### src/rtl/stream_pkg.sv
// Shared stream definitions: arbiter state encoding, default word width and
// the modular index helper used by the round-robin search.
package stream_pkg;

  localparam int unsigned STREAM_DATA_W = 32;

  typedef enum logic [0:0] {
    IDLE  = 1'b0,
    GRANT = 1'b1
  } arb_state_e;

  // (base + off) mod n, used to walk the request ring.
  function automatic int unsigned wrap_add(input int unsigned base,
                                           input int unsigned off,
                                           input int unsigned n);
    return (base + off) % n;
  endfunction

endpackage

### src/rtl/stream_rr_arbiter_rr_pick.sv
// Combinational round-robin picker: first asserted request found when
// searching upward from (rr_ptr_i + 1) with wrap-around.
module rr_pick
  import stream_pkg::*;
#(
  parameter  int unsigned NUM_PORTS = 4,
  localparam int unsigned IDX_W     = $clog2(NUM_PORTS)
) (
  input  logic [NUM_PORTS-1:0] req_i,
  input  logic [IDX_W-1:0]     rr_ptr_i,
  output logic                 hit_o,
  output logic [IDX_W-1:0]     idx_o
);

  logic [IDX_W-1:0] cand;

  // Offset 1 is examined first, so the port just served ranks last.
  always_comb begin
    hit_o = 1'b0;
    idx_o = '0;
    cand  = '0;
    for (int k = 1; k <= NUM_PORTS; k++) begin
      cand = IDX_W'(wrap_add(32'(rr_ptr_i), unsigned'(k), NUM_PORTS));
      if (!hit_o && req_i[cand]) begin
        hit_o = 1'b1;
        idx_o = cand;
      end
    end
  end

endmodule

### src/rtl/stream_rr_arbiter.sv
// N-to-1 stream arbiter: round-robin grant held for a burst of up to
// MAX_BURST words, single registered output stage, one-bubble turnaround.
module stream_rr_arbiter
  import stream_pkg::*;
#(
  parameter  int unsigned NUM_PORTS = 4,
  parameter  int unsigned DATA_W    = STREAM_DATA_W,
  parameter  int unsigned MAX_BURST = 16,
  localparam int unsigned IDX_W     = $clog2(NUM_PORTS),
  localparam int unsigned CNT_W     = $clog2(MAX_BURST + 1)
) (
  input  logic                        clk,
  input  logic                        resetn,
  input  logic [NUM_PORTS*DATA_W-1:0] din,
  input  logic [NUM_PORTS-1:0]        val_in,
  output logic [NUM_PORTS-1:0]        ready_upward,
  output logic [DATA_W-1:0]           dout,
  output logic                        val_out,
  input  logic                        ready_downward,
  output logic [IDX_W-1:0]            grant_id,
  output logic                        busy
);

  arb_state_e        state_q, state_d;
  logic [IDX_W-1:0]  grant_q, grant_d;
  logic [IDX_W-1:0]  rr_ptr_q, rr_ptr_d;
  logic [CNT_W-1:0]  cnt_q, cnt_d;
  logic [DATA_W-1:0] dout_q;
  logic              val_out_q;

  logic              pick_hit;
  logic [IDX_W-1:0]  pick_idx;
  logic              slot_ready;
  logic              cur_valid;
  logic              accept;
  logic              last_beat;
  logic [DATA_W-1:0] din_arr [NUM_PORTS];

  rr_pick #(
    .NUM_PORTS (NUM_PORTS)
  ) u_rr_pick (
    .req_i    (val_in),
    .rr_ptr_i (rr_ptr_q),
    .hit_o    (pick_hit),
    .idx_o    (pick_idx)
  );

  always_comb begin
    for (int p = 0; p < NUM_PORTS; p++) begin
      din_arr[p] = din[p*DATA_W +: DATA_W];
    end
  end

  // State register
  always_ff @(posedge clk or negedge resetn) begin
    if (!resetn) begin
      state_q <= IDLE;
    end else begin
      state_q <= state_d;
    end
  end

  // Next-state and arbitration bookkeeping
  always_comb begin
    state_d  = state_q;
    grant_d  = grant_q;
    rr_ptr_d = rr_ptr_q;
    cnt_d    = cnt_q;
    case (state_q)
      IDLE: begin
        if (pick_hit) begin
          grant_d = pick_idx;
          cnt_d   = '0;
          state_d = GRANT;
        end
      end
      GRANT: begin
        if (accept) begin
          cnt_d = cnt_q + CNT_W'(1);
          if (last_beat) begin
            state_d  = IDLE;
            rr_ptr_d = grant_q;
          end
        end else if (slot_ready) begin
          // Slot offered but the owner had nothing: release the grant.
          state_d  = IDLE;
          rr_ptr_d = grant_q;
        end
      end
      default: begin
        state_d = IDLE;
      end
    endcase
  end

  // Output decode: only the granted port sees ready, and only when the
  // output register is empty or draining this cycle.
  always_comb begin
    busy                  = (state_q == GRANT);
    slot_ready            = busy & (~val_out_q | ready_downward);
    cur_valid             = val_in[grant_q];
    accept                = slot_ready & cur_valid;
    last_beat             = ((cnt_q + CNT_W'(1)) == CNT_W'(MAX_BURST));
    ready_upward          = '0;
    ready_upward[grant_q] = slot_ready;
  end

  always_ff @(posedge clk or negedge resetn) begin
    if (!resetn) begin
      grant_q  <= '0;
      rr_ptr_q <= IDX_W'(NUM_PORTS - 1);
      cnt_q    <= '0;
    end else begin
      grant_q  <= grant_d;
      rr_ptr_q <= rr_ptr_d;
      cnt_q    <= cnt_d;
    end
  end

  // Output stage: load on accept, hold under back-pressure, empty on drain.
  always_ff @(posedge clk or negedge resetn) begin
    if (!resetn) begin
      dout_q    <= '0;
      val_out_q <= 1'b0;
    end else if (accept) begin
      dout_q    <= din_arr[grant_q];
      val_out_q <= 1'b1;
    end else if (ready_downward) begin
      val_out_q <= 1'b0;
    end
  end

  assign dout     = dout_q;
  assign val_out  = val_out_q;
  assign grant_id = grant_q;

endmodule

### config.mk
export PLATFORM = sky130hd
export DESIGN_NAME = stream_rr_arbiter
export DESIGN_NICKNAME = d
export VERILOG_FILES = /design/src/rtl/stream_pkg.sv /design/src/rtl/stream_rr_arbiter_rr_pick.sv /design/src/rtl/stream_rr_arbiter.sv
export SDC_FILE = /design/constraint.sdc
export NUM_CORES = 1
export LEC_CHECK = 0
export CAP_MARGIN = 40
export CELL_PAD_IN_SITES_DETAIL_PLACEMENT = 1
export CELL_PAD_IN_SITES_GLOBAL_PLACEMENT = 2
export CORE_ASPECT_RATIO = 1.1
export CORE_MARGIN = 2
export CORE_UTILIZATION = 24
export DETAILED_ROUTE_END_ITERATION = 7
export PLACE_DENSITY = 0.85
export SLEW_MARGIN = 20
export SYNTH_ARGS = -nofsm -noshare
export SYNTH_HDL_FRONTEND = slang
export SYNTH_SLANG_ARGS = --single-unit
### constraint.sdc
create_clock -name clk -period 4.42 [get_ports clk]
set_clock_uncertainty 0.05 [all_clocks]
set_input_delay 0.442 -clock clk [delete_from_list [all_inputs] [get_ports clk]]
set_output_delay 0.442 -clock clk [all_outputs]
set_load 0.02 [all_outputs]
* Word-level counts from Yosys, hierarchy flattened *
Cells that the tools add are included.

storage, ports and cells
  bits of input ports = 135
  word-level logic and storage cells = 77
  output and inout port bits = 40
  register bits = 43

operators by class
  add/subtract/negate cells = 5
  reductions and logical operators = 12
  equal/unequal tests = 4
  $lt $le $gt $ge = 7
  bitwise operators = 7
  multiplexer cells = 36

operators by type and width
  operator                                               number
  binary-select mux 32 bit (select 2 bit)                1
  2-to-1 mux 32 bit                                      2
  2-to-1 mux 1 bit                                       16
  < comparator 2 x 3 -> 1 bit, second input constant     5
  2-to-1 mux 2 bit                                       7
  binary-select mux 1 bit (select 2 bit)                 5
  2-to-1 mux 5 bit                                       2
  case mux 5 bit (2 select lines)                        1
  adder 5 x 1 -> 5 bit, second input constant            1
  == test 5 bit, second input constant                   1
  adder 2 x 1 -> 2 bit, second input constant            2
  adder 2 bit, second input constant                     2
  bitwise AND 4 bit                                      1
  logical AND 1 bit                                      4
  inequality test 2 x 1 -> 1 bit, second input constant  2
  AND reduction 2 bit                                    2
  nonzero test 2 bit                                     2
  >= comparator 3 bit, second input constant             1
  zero test 1 bit                                        3
  NOT 2 -> 3 bit                                         1
  AND reduction 3 bit                                    1
  bitwise AND 1 bit                                      2
  demux 1 bit (select 2 bit)                             1
  >= comparator 2 x 1 -> 1 bit, second input constant    1
  4 further kinds                                        5

* Depth between registers and ports, before layout *
  word-level depth = 15
  mapped depth = 7
  mapped depth without buffers = 5

* Hierarchy *
From an unflattened synthesis, not the netlist that was laid out.

second synthesis, totals
  cells, all modules = 194
  area total of the unflattened synthesis = 2763.9 µm²

modules (own cells, without submodules)
  module             cells each  times used  sequential area each (µm²)  area each (µm²)
  stream_rr_arbiter  180         1           1078.5                      2672.6
  rr_pick            14          1           0.0                         91.3

* Least setup slack after synthesis *
No wires, ideal clock.

  kind = flip-flop to flip-flop
  from = reg grant_q[0] (netlist: grant_id[0])
  to = reg dout_q[19] (netlist: dout[19])
  setup time = 125 ps
  stages on the path, launching flop included = 6
  buffers on the path = 3
  setup slack = 2208 ps
  arrival = 2037 ps
  period minus slack after synthesis = 2212 ps
  required time = 4245 ps
  path through = dfrtp_1 -> clkbuf_1 -> buf_2 -> buf_2 -> mux4_2 -> mux2_4

on the way
  longest elaborated chain between the ends = 4
  elaborated cells between the ends (all ways) = 7
  those cells by class = mux (5); bitwise (2)

ends and longest elaborated chain
  what                                                   RTL line                  source
  start: declaration                                     stream_rr_arbiter.sv:25   logic [IDX_W-1:0] grant_q, grant_d;
  start signal: assignment                               stream_rr_arbiter.sv:114  grant_q <= grant_d;
  NOT 2 -> 3 bit (not written as such)                   stream_rr_arbiter.sv:126  dout_q <= din_arr[grant_q];
  binary-select mux 32 bit (select 2 bit)                stream_rr_arbiter.sv:126
  2-to-1 mux 32 bit (not written as such) (2 in series)  stream_rr_arbiter.sv:126
  end signal: assignment                                 stream_rr_arbiter.sv:126
  end: declaration                                       stream_rr_arbiter.sv:28   logic [DATA_W-1:0] dout_q;

Several ways; a longest one is shown, not always the timed one. The select of a mux whose other input is x is not followed.
A chain may end at the register's enable or synchronous reset.

* Worst setup path after layout *
  from = in ready_downward
  to = out ready_upward[3]

on the way
  longest elaborated chain between the ends = 3

ends and longest elaborated chain
  what                         RTL line                  source
  start: declaration           stream_rr_arbiter.sv:19   input logic ready_downward,
  OR 1 bit                     stream_rr_arbiter.sv:100  slot_ready = busy & (~val_out_q | ready_downward);
  bitwise AND 1 bit            stream_rr_arbiter.sv:100
  bitwise AND 4 bit (no line)  --
  end: declaration             stream_rr_arbiter.sv:16   output logic [NUM_PORTS-1:0] ready_upward,

No other way between the ends.

==> run metrics <==
outcome=completed; Final min period=2.72 ns; Routed Antenna Nets=0; Fillers=1220; Worst Reg2Reg Path Length in Cells=3; CTS max path bufs=2; setup_tns=0 ns; final net count=508; Max-slew headroom=0.527; global-route wire length before repair=roughly 16000 um; sequential share of the synthesized area=0.380; crit start category=input pin; full die area=0.0127 mm^2; crit path cell chain=clkdlybuf4s50_1 -> nand2b_1 -> and2_1 -> and3_1 -> clkdlybuf4s50_1; Clk Latency, worst-skew pair=between 0.2 and 0.3 ns; Worst R2R Start=grant_id[0]$_DFFE_PN0P_; die height=118 um; Setup Buffers After CTS=0; Cells after Synth=201; Worst path max stage delay=0.60 ns; synthesized area=0.00284 mm^2; Setup Crit Path Kind=input pin to primary output; Reg2Reg Setup Slack=2.32 ns; P_leak=1.97 nW; syn_nets=338; pwr dens=between 600 and 700 mW/mm^2; drt first pass iters=4; area grow syn2layout=73.5%; power share of the combinational group=0.620; CTS buffer count=5; Tightest Pin Transition=0.710 ns; final critical-path setup slack=between 1.5 and 2 ns; CTS tree=built; critical path's slowest cell=clkdlybuf4s50_1; routed length per instance=19.3 um; period utilization=0.615; clock root cell=clkbuf_16; ys flop type=dfrtp_1; Critical Path End Type=primary output; vias per inst=4.72; I/O Pins=175; Yosys cell types=38; DRC=0; crit-path max FO=7; RSZ-0062 raised after global routing=no; largest net degree at the start of global routing=41; Hold Buf Count CTS=0; maximum VDD drop=0.295 mV; Crit path required time=around 3.9 ns; post-synthesis register bit count=43; clock share of power=0.148; Total GRT Usage=0.157; DP Worst Slack=approximately 1.7 ns; cell internal pwr=2.04 mW; Async SR Flop Fraction=1.00; cell count after placement=around 510; Starting Density=0.247; Sw Ratio=0.362; Final Setup Violations=0; row cnt=41; initial drt markers=75; DP Wirelength=~8000 um; register share of total power=0.231; layout cell share with drive strength beyond 1=0.234; CORE AREA=0.0115 mm^2; vias=2466; IO buf count=about 170; total power=around 3.2 mW; final hold vios=0; Die W=108 um; most used cell along the critical path=clkdlybuf4s50_1; hold crit path type=input pin to async pin; GPL Wtd Cong=0.706; crit path DAT=2.23 ns; mean area per synthesized cell=14.1 um^2; most frequent cells in the layout=clkdlybuf4s50_1, dfrtp_1, mux4_2; CTS clk-pin slew, worst paths=about 0.06 ns; Routed WL=10100 um; FMAX=0.368 GHz; R2R Path End=dout[1]$_DFFE_PN0P_; initial antenna violation count=0; Max Cap Viol=0; GR Overflow Total=0; Diodes inserted=0; H-tree levels=2; CTS sink cnt=43; Post-synth EDFFs=0; sw power=about 1.2 mW; Synth Warn #=0; Pins Over Slew Limit=0; post-CTS resize count=0; most common cell after layout, fill and taps aside=clkdlybuf4s50_1; vias in the first global route=~2800; fin cells=522
stage by stage:
stage                     hold WS [ns]   util  cell area (um^2)
final                           0.0975  0.429              4930
after global routing             0.119  0.429              4930
after CTS                        0.106  0.427              4910
after detailed placement         0.408  0.411              4720
after global placement           0.412  0.409              4690
after floorplan                 0.0964      -              2840
how the worst max path moves through the flow:
stage	startpoint	endpoint	slack (ns)	depth (start not counted)
final	ready_downward	ready_upward[3]	1.70	5
after global routing	ready_downward	ready_upward[2]	1.61	6
after CTS	ready_downward	ready_upward[2]	1.67	6
after detailed placement	ready_downward	ready_upward[2]	1.69	6
after global placement	ready_downward	ready_upward[2]	1.71	6
after floorplan	grant_id[0]$_DFFE_PN0P_	dout[19]$_DFFE_PN0P_	2.21	5
critical path: cells and delay by family:
family        cells  cell delay, ns
simple gates      3            0.73
buf+inv           2            1.05
cell usage after synthesis, types with 3 or more instances:
cell	number	area [um^2]
nor2_1	6	22.5
nand2b_1	4	25.0
buf_6	4	45.0
mux2i_1	3	30.0
a21oi_1	7	35.0
dfrtp_1	41	1030
mux2_2	6	67.6
mux4_2	33	743
nand2_1	17	63.8
nand3_1	7	35.0
mux2_4	26	390
clkbuf_1	8	30.0
sequential cells by signal, summed over array words and instances, names as in the netlist:
signal / cells
busy: 1
cnt_q: 5
dout: 32
grant_id: 2
rr_ptr_q: 2
val_out: 1
kinds of logic after synthesis:
family | Yosys count | share of synthesized area
AO/OA/AOI/OAI | 18 | 0.0458
XOR/XNOR | 1 | 0.00309
adder cells (fa/ha/maj) | 2 | 0.00881
buffers and inverters | 18 | 0.0353
flip-flops | 43 | 0.380
multiplexers | 68 | 0.434
AND/OR/NAND/NOR | 51 | 0.0934
power by group through the flow:
stage	registers [mW]	clock network, mW	logic, mW
after floorplan	0.921	0	1.12
after global placement	0.764	0	1.94
after detailed placement	0.784	0	1.97
after CTS	0.777	0.487	1.99
after global routing	0.771	0.503	2.13
final	0.741	0.475	1.99
layer usage:
metal | vias up | global-route usage | share of wire
met4 | 0 | 0.0296 | 0.011
met5 | - | 0 | 0
li1 | 1123 | - | -
met1 | 1231 | 0.186 | 0.39
met2 | 104 | 0.286 | 0.52
met3 | 8 | 0.0388 | 0.080
area by class of cell:
cell class,count,area [um^2],area share
Multi-Input combinational cell,140,1660,0.337
Tap cell,150,188,0.0381
Inverter,2,7.51,0.00152
Clock inverter,2,60.1,0.0122
Timing Repair Buffer,179,1800,0.366
Clock buffer,6,129,0.0262
Sequential cell,43,1080,0.219
Note: power is estimated with default switching activity, not from simulation.
